## src/rtl/aes_key_pkg.sv

```systemverilog
// aes_key_pkg: sizing functions, word helpers and FSM encoding shared by the AES key-expansion block
package aes_key_pkg;

    typedef enum logic [2:0] {
        ST_IDLE,
        ST_LOAD,
        ST_GEN,
        ST_SBOX,
        ST_DONE
    } key_state_e;

    function automatic int nk(input int key_bits);
        return key_bits / 32;
    endfunction

    function automatic int nr(input int key_bits);
        return nk(key_bits) + 6;
    endfunction

    function automatic int nw(input int key_bits);
        return 4 * (nr(key_bits) + 1);
    endfunction

    // GF(2^8) doubling; walks rcon through 01,02,..,80,1b,36
    function automatic logic [7:0] xtime(input logic [7:0] b);
        return {b[6:0], 1'b0} ^ (b[7] ? 8'h1b : 8'h00);
    endfunction

    function automatic logic [31:0] rot_word(input logic [31:0] w);
        return {w[23:0], w[31:24]};
    endfunction

    function automatic logic [31:0] rcon_word(input logic [7:0] rcon);
        return {rcon, 24'h000000};
    endfunction

endpackage

```

## src/rtl/key_word_store.sv

```systemverilog
// key_word_store: expanded-key register file, bulk key load, one word write, two word reads, one round-key read
module key_word_store
    import aes_key_pkg::*;
#(
    parameter int KEY_BITS = 128,
    parameter int NK       = 4,
    parameter int NW       = 44,
    parameter int AW       = 6
) (
    input  logic                clk,
    input  logic                ld,
    input  logic [KEY_BITS-1:0] ld_key,
    input  logic                we,
    input  logic [AW-1:0]       wa,
    input  logic [31:0]         wd,
    input  logic [AW-1:0]       ra_prev,
    input  logic [AW-1:0]       ra_nk,
    input  logic [3:0]          rk_idx,
    output logic [31:0]         rd_prev,
    output logic [31:0]         rd_nk,
    output logic [127:0]        rk
);
    logic [31:0]   mem_q [NW];
    logic [AW-1:0] rk_base;

    // Key load fills W[0..NK-1] in one cycle; generated words arrive one at a time
    always_ff @(posedge clk) begin
        if (ld) begin
            for (int k = 0; k < NK; k++) mem_q[k] <= ld_key[KEY_BITS-1-32*k -: 32];
        end else if (we) begin
            mem_q[wa] <= wd;
        end
    end

    assign rk_base = AW'({rk_idx, 2'b00});
    assign rd_prev = mem_q[ra_prev];
    assign rd_nk   = mem_q[ra_nk];
    assign rk      = {mem_q[rk_base], mem_q[rk_base + AW'(1)], mem_q[rk_base + AW'(2)], mem_q[rk_base + AW'(3)]};

endmodule

```

## src/rtl/key_expand_param.sv

```systemverilog
// key_expand_param: AES-128/192/256 key expansion, one round-key word per cycle via a shared external S-box
module key_expand_param
    import aes_key_pkg::*;
#(
    parameter int KEY_BITS = 128
) (
    input  logic                clk,
    input  logic                rst,
    input  logic [KEY_BITS-1:0] key_in,
    input  logic                key_en,
    output logic                busy,
    output logic                key_done,
    output logic                s_rd_en,
    output logic [31:0]         s_in,
    input  logic [31:0]         s_out,
    input  logic                s_done,
    input  logic                key_rd_en,
    input  logic [3:0]          addr,
    output logic [127:0]        key_out,
    output logic                out_valid,
    output logic                addr_err
);
    localparam int NK = nk(KEY_BITS);
    localparam int NR = nr(KEY_BITS);
    localparam int NW = nw(KEY_BITS);
    localparam int AW = $clog2(NW);
    localparam logic [AW-1:0] LAST  = AW'(NW - 1);
    localparam logic [AW-1:0] NK_A  = AW'(NK);
    localparam logic [3:0]    NR_A  = 4'(NR);
    localparam logic [2:0]    NK_M1 = 3'(NK - 1);

    if (KEY_BITS != 128 && KEY_BITS != 192 && KEY_BITS != 256) begin : g_bad_key_bits
        $error("key_expand_param: KEY_BITS must be 128, 192 or 256");
    end

    key_state_e    state_q, state_d;
    logic [AW-1:0] i_q, i_d;
    logic [2:0]    j_q, j_d;
    logic [7:0]    rcon_q, rcon_d;
    logic          busy_q, busy_d;
    logic          done_q, done_d;
    logic          s_rd_en_q, s_rd_en_d;
    logic [31:0]   s_in_q, s_in_d;
    logic [127:0]  key_out_q, key_out_d;
    logic          out_valid_q, out_valid_d;
    logic          addr_err_q, addr_err_d;

    logic [31:0]   prev_word, nk_word, w_new, up_temp;
    logic [127:0]  rk;
    logic          key_start, rd_ok, rd_bad, wr, last, up_sbox;
    logic [2:0]    j_nx, up_j;

    // j tracks i mod NK so the S-box decision needs no divider
    assign key_start = key_en && !busy_q;
    assign rd_ok     = key_rd_en && !busy_q && !key_en;
    assign rd_bad    = addr > NR_A;
    assign wr        = (state_q == ST_GEN) || (state_q == ST_SBOX && s_done);
    assign last      = i_q == LAST;
    assign w_new     = nk_word ^ ((state_q == ST_SBOX) ? (s_out ^ (j_q == 3'd0 ? rcon_word(rcon_q) : 32'h0)) : prev_word);
    assign j_nx      = (j_q == NK_M1) ? 3'd0 : j_q + 3'd1;
    // The word after the current one: from LOAD it is W[NK], otherwise W[i+1] whose temp is the word being written now
    assign up_j      = (state_q == ST_LOAD) ? j_q : j_nx;
    assign up_temp   = (state_q == ST_LOAD) ? prev_word : w_new;
    assign up_sbox   = (up_j == 3'd0) || (NK == 8 && up_j == 3'd4);

    key_word_store #(
        .KEY_BITS(KEY_BITS),
        .NK      (NK),
        .NW      (NW),
        .AW      (AW)
    ) u_store (
        .clk    (clk),
        .ld     (key_start),
        .ld_key (key_in),
        .we     (wr),
        .wa     (i_q),
        .wd     (w_new),
        .ra_prev(i_q - AW'(1)),
        .ra_nk  (i_q - NK_A),
        .rk_idx (rd_bad ? 4'd0 : addr),
        .rd_prev(prev_word),
        .rd_nk  (nk_word),
        .rk     (rk)
    );

    // Next-state: key load, word generation with S-box request set up one cycle ahead, round-key reads
    always_comb begin
        state_d     = state_q;
        i_d         = i_q;
        j_d         = j_q;
        rcon_d      = rcon_q;
        busy_d      = busy_q;
        done_d      = done_q;
        s_rd_en_d   = s_rd_en_q;
        s_in_d      = s_in_q;
        out_valid_d = rd_ok;
        addr_err_d  = rd_ok && rd_bad;
        key_out_d   = rd_ok ? (rd_bad ? '0 : rk) : key_out_q;
        if (key_start) begin
            state_d = ST_LOAD;
            i_d     = NK_A;
            j_d     = 3'd0;
            rcon_d  = 8'h01;
            busy_d  = 1'b1;
            done_d  = 1'b0;
        end else if (state_q == ST_LOAD || wr) begin
            if (wr && j_q == 3'd0) rcon_d = xtime(rcon_q);
            if (wr && last) begin
                state_d   = ST_DONE;
                busy_d    = 1'b0;
                done_d    = 1'b1;
                s_rd_en_d = 1'b0;
            end else begin
                state_d   = up_sbox ? ST_SBOX : ST_GEN;
                i_d       = wr ? i_q + AW'(1) : i_q;
                j_d       = up_j;
                s_rd_en_d = up_sbox;
                s_in_d    = up_sbox ? (up_j == 3'd0 ? rot_word(up_temp) : up_temp) : s_in_q;
            end
        end
    end

    // State registers; reset aborts any expansion at once
    always_ff @(posedge clk or negedge rst) begin
        if (!rst) begin
            state_q     <= ST_IDLE;
            i_q         <= '0;
            j_q         <= '0;
            rcon_q      <= 8'h01;
            busy_q      <= 1'b0;
            done_q      <= 1'b0;
            s_rd_en_q   <= 1'b0;
            s_in_q      <= '0;
            key_out_q   <= '0;
            out_valid_q <= 1'b0;
            addr_err_q  <= 1'b0;
        end else begin
            state_q     <= state_d;
            i_q         <= i_d;
            j_q         <= j_d;
            rcon_q      <= rcon_d;
            busy_q      <= busy_d;
            done_q      <= done_d;
            s_rd_en_q   <= s_rd_en_d;
            s_in_q      <= s_in_d;
            key_out_q   <= key_out_d;
            out_valid_q <= out_valid_d;
            addr_err_q  <= addr_err_d;
        end
    end

    assign busy      = busy_q;
    assign key_done  = done_q;
    assign s_rd_en   = s_rd_en_q;
    assign s_in      = s_in_q;
    assign key_out   = key_out_q;
    assign out_valid = out_valid_q;
    assign addr_err  = addr_err_q;

endmodule

```

## config.mk

```make
export PLATFORM = sky130hd
export DESIGN_NAME = key_expand_param
export DESIGN_NICKNAME = d
export VERILOG_FILES = /design/src/rtl/aes_key_pkg.sv /design/src/rtl/key_word_store.sv /design/src/rtl/key_expand_param.sv
export SDC_FILE = /design/constraint.sdc
export NUM_CORES = 2
export LEC_CHECK = 0
export CORE_MARGIN = 2
export CORE_UTILIZATION = 45
export CTS_CLUSTER_DIAMETER = 30
export DETAILED_ROUTE_END_ITERATION = 12
export PLACE_DENSITY = 0.69
export SLEW_MARGIN = 20
export SYNTH_ARGS = -nofsm -noshare
export SYNTH_HDL_FRONTEND = slang
export SYNTH_HIERARCHICAL = 1
export SYNTH_SLANG_ARGS = --single-unit
```

## constraint.sdc

```tcl
create_clock -name clk -period 17.58 [get_ports clk]
set_input_delay 3.516 -clock clk [delete_from_list [all_inputs] [get_ports clk]]
set_output_delay 3.516 -clock clk [all_outputs]
set_load 0.005 [all_outputs]
```

==> flow_metrics.py <==
metrics = {
    "run_status": {
        "status": "complete, no violations",
    },
    "floorplanning": {
        "std_cell_rows": 160,
        "pin_count": 334,
        "core_area_sq_um": 189800,
        "die_x_um": 440.5,
        "die_area_sq_um": 194000,
        "start_util_pct": 45.18,
        "die-height_um": 440.5,
    },
    "global_routing": {
        "antenna_found_initial": 24,
        "grt_usage_pct": 34.97,
        "grt_pass1_wl_um": 468900,
        "grt_max_degree": 163,
        "grt_overflow_total": 0,
        "grt_pass1_vias": 58190,
    },
    "synth": {
        "synth_most_common_cell": "edfxtp_1",
        "syn_nets": 4911,
        "synthArstFlopShare_pct": 11.61,
        "netlist_instances": 4735,
        "synth_commonest_cells": "edfxtp_1, mux4_2, mux2_2",
        "synthesis.area_sq_um": 85730,
        "yosys.area.top_type_share_pct": 49.32,
        "yosysTopAreaCell": "edfxtp_1",
        "synth-seq-cells": 1593,
        "yosys_warnings": 6,
        "synth_enable_flop_cells": 1408,
        "synthFlopType": "edfxtp_1",
        "synth-seq-area-share_pct": 54.72,
        "synth_cell_types": 52,
        "synth_top_cells_by_area": "edfxtp_1, mux4_2, dfrtp_1",
        "syn_avg_cell_area_sq_um": 18.11,
    },
    "setup_path": {
        "cp.required_ns": 18.37,
        "arrival_ns": 8.56,
        "critPathLaunchType": "input port",
        "worstSetupEndpointType": "flip-flop",
        "worstSetupPathType": "input port to flip-flop",
        "critPathMaxFanout": 48,
    },
    "timing": {
        "finalSetupViolations": 0,
        "slew_viol_final": 0,
        "setup_tns_ns": 0,
        "post-route-period-util_pct": 44.19,
        "maxSlewHeadroom_pct": 16.40,
        "fmax_mhz": 128.7,
        "rsz0062_at_grt": "false",
        "final_hold_viol_count": 0,
        "finalCriticalPeriod_ns": 7.768,
        "tightest_slew_ns": 1.251,
        "skew_ns": 0.07842,
        "layout_setup_ws_ns": 9.812,
    },
    "drt": {
        "dr_wl_met3_um": 52240,
        "wl_met1_um": 109400,
        "drtIter0Drc": 10380,
        "route.met2.wl_um": 148000,
        "avgViaCountPerCell": 7.404,
        "firstDrtPassIters": 7,
        "route.vias.total": 58750,
        "drt.antenna.violating_nets": 0,
        "routedWlPerCell_um": 42.87,
        "top_layer_used": "met5",
        "drt-total-wl_um": 340200,
        "drc": 0,
    },
    "place": {
        "place_congestion": 0.9464,
        "io_buffers": 333,
        "dpl.hpwl_um": 202800,
        "place_ws_ns": 8.620,
    },
    "clock_tree": {
        "ctsHoldBuffers": 0,
        "cts-htree-levels": 5,
        "cts_root_buf": "clkbuf_16",
        "cts_setup_buffers": 0,
        "cts_resized": 0,
        "cts_buffers": 336,
        "clk_path_buf_depth": 4,
        "clk_latency_ns": 0.96,
        "cts_tree": "built",
        "clock_sinks": 1593,
        "clkTransAtPathRegs_ns": 0.05,
    },
    "finish": {
        "final_nets": 5324,
        "drive_gt1_share_pct": 40.70,
        "areaGrowthSynthToFinish_pct": 20.97,
        "fin_util_pct": 54.65,
    },
    "min_path": {
        "hp-class": "flip-flop to flip-flop",
    },
    "flow_run": {
        "maxCapViolations": 0,
    },
}
-- metrics by stage --
| step | instance area, sq um | cells | hold WS (ns) |
|---|---|---|---|
| final | 103700 | 7935 | 0.4813 |
| after global routing | 103700 | 7918 | 0.5166 |
| after CTS | 103600 | 7915 | 0.4846 |
| after detailed placement | 92510 | 7319 | 0.4725 |
| after global placement | 92460 | 7317 | 0.4632 |
| after floorplan | 85730 | 4735 | 0.4681 |
-- flip-flops by register name (all words and copies together), names as in the netlist, 3 cells and up --
name and cells:
u_store/mem_q 1408, i_q 6, j_q 3, s_in 32, key_out 128, rcon_q 8
state_q 3
-- path summary, 6_finish.rpt --
| check | startpoint | to | slack [ns] | cells after the start |
|---|---|---|---|---|
| worst max-delay path | addr[3] | key_out[61] | 9.81 | 10 |
| worst min-delay path | s_rd_en | s_rd_en | 0.48 | 2 |
| worst max register to register | i_q[0] | u_store/mem_q[1][31] | 10.70 | 13 |
| worst min register to register | s_rd_en | s_rd_en | 0.48 | 2 |
| max in group asynchronous | rst | key_out[41] | 13.41 | 2 |
| min in group asynchronous | rst | s_in[10] | 2.59 | 1 |
-- cells by family after synthesis --
| logic type | synth area share [%] |
|---|---|
| muxes | 34.83 |
| adders and majority gates | 0.1022 |
| xor gates and xnor gates | 1.287 |
| AOI/OAI and AO/OA | 4.690 |
| DFF | 54.72 |
| buffers and inverters | 2.240 |
| and+or+nand+nor | 2.138 |
-- layer usage --
layer	track usage [%]	vias up
li1	-	21320
met1	42.84	29900
met2	50.58	5924
met3	13.75	1576
met4	25.05	36
met5	0.1985	-
-- worst max-delay path: stages --
cell	delay (ns)
clkdlybuf4s50_1	0.52
o21ai_0	0.14
and2_4	0.79
buf_4	0.67
buf_4	0.44
buf_16	0.32
buf_4	0.70
mux4_2	0.60
mux4_2	0.49
a22o_1	0.21
-- cells in the final DEF (no fill, tap or decap), types with 27 or more instances in the layout --
master / count
a21oi_1: 83
a22o_1: 140
a22oi_1: 90
a31oi_1: 57
buf_4: 159
bufinv_16: 36
clkbuf_1: 39
clkbuf_16: 342
clkdlybuf4s50_1: 332
clkinv_2: 41
clkinv_4: 27
clkinvlp_4: 39
dfrtp_1: 181
edfxtp_1: 1408
inv_6: 35
mux2_2: 259
mux2_4: 29
mux2i_1: 236
mux4_2: 1072
nand2_1: 167
nor2_1: 104
nor2_4: 43
o21ai_0: 39
o22ai_1: 56
xnor2_1: 79
xnor2_2: 34
-- final cells by class --
class | count | area (sq um)
Timing Repair Buffer | 502 | 4746
Antenna cell | 18 | 45.04
Multi-Input combinational cell | 2701 | 37680
Fill cell | 14410 | 86070
Clock buffer | 386 | 8773
Sequential cell | 1593 | 46920
Tap cell | 2511 | 3142
Clock inverter | 210 | 2328
Inverter | 14 | 78.83
Power is not shown: default switching activity piles up to over one toggle a cycle in this logic, so the estimate is an artifact.
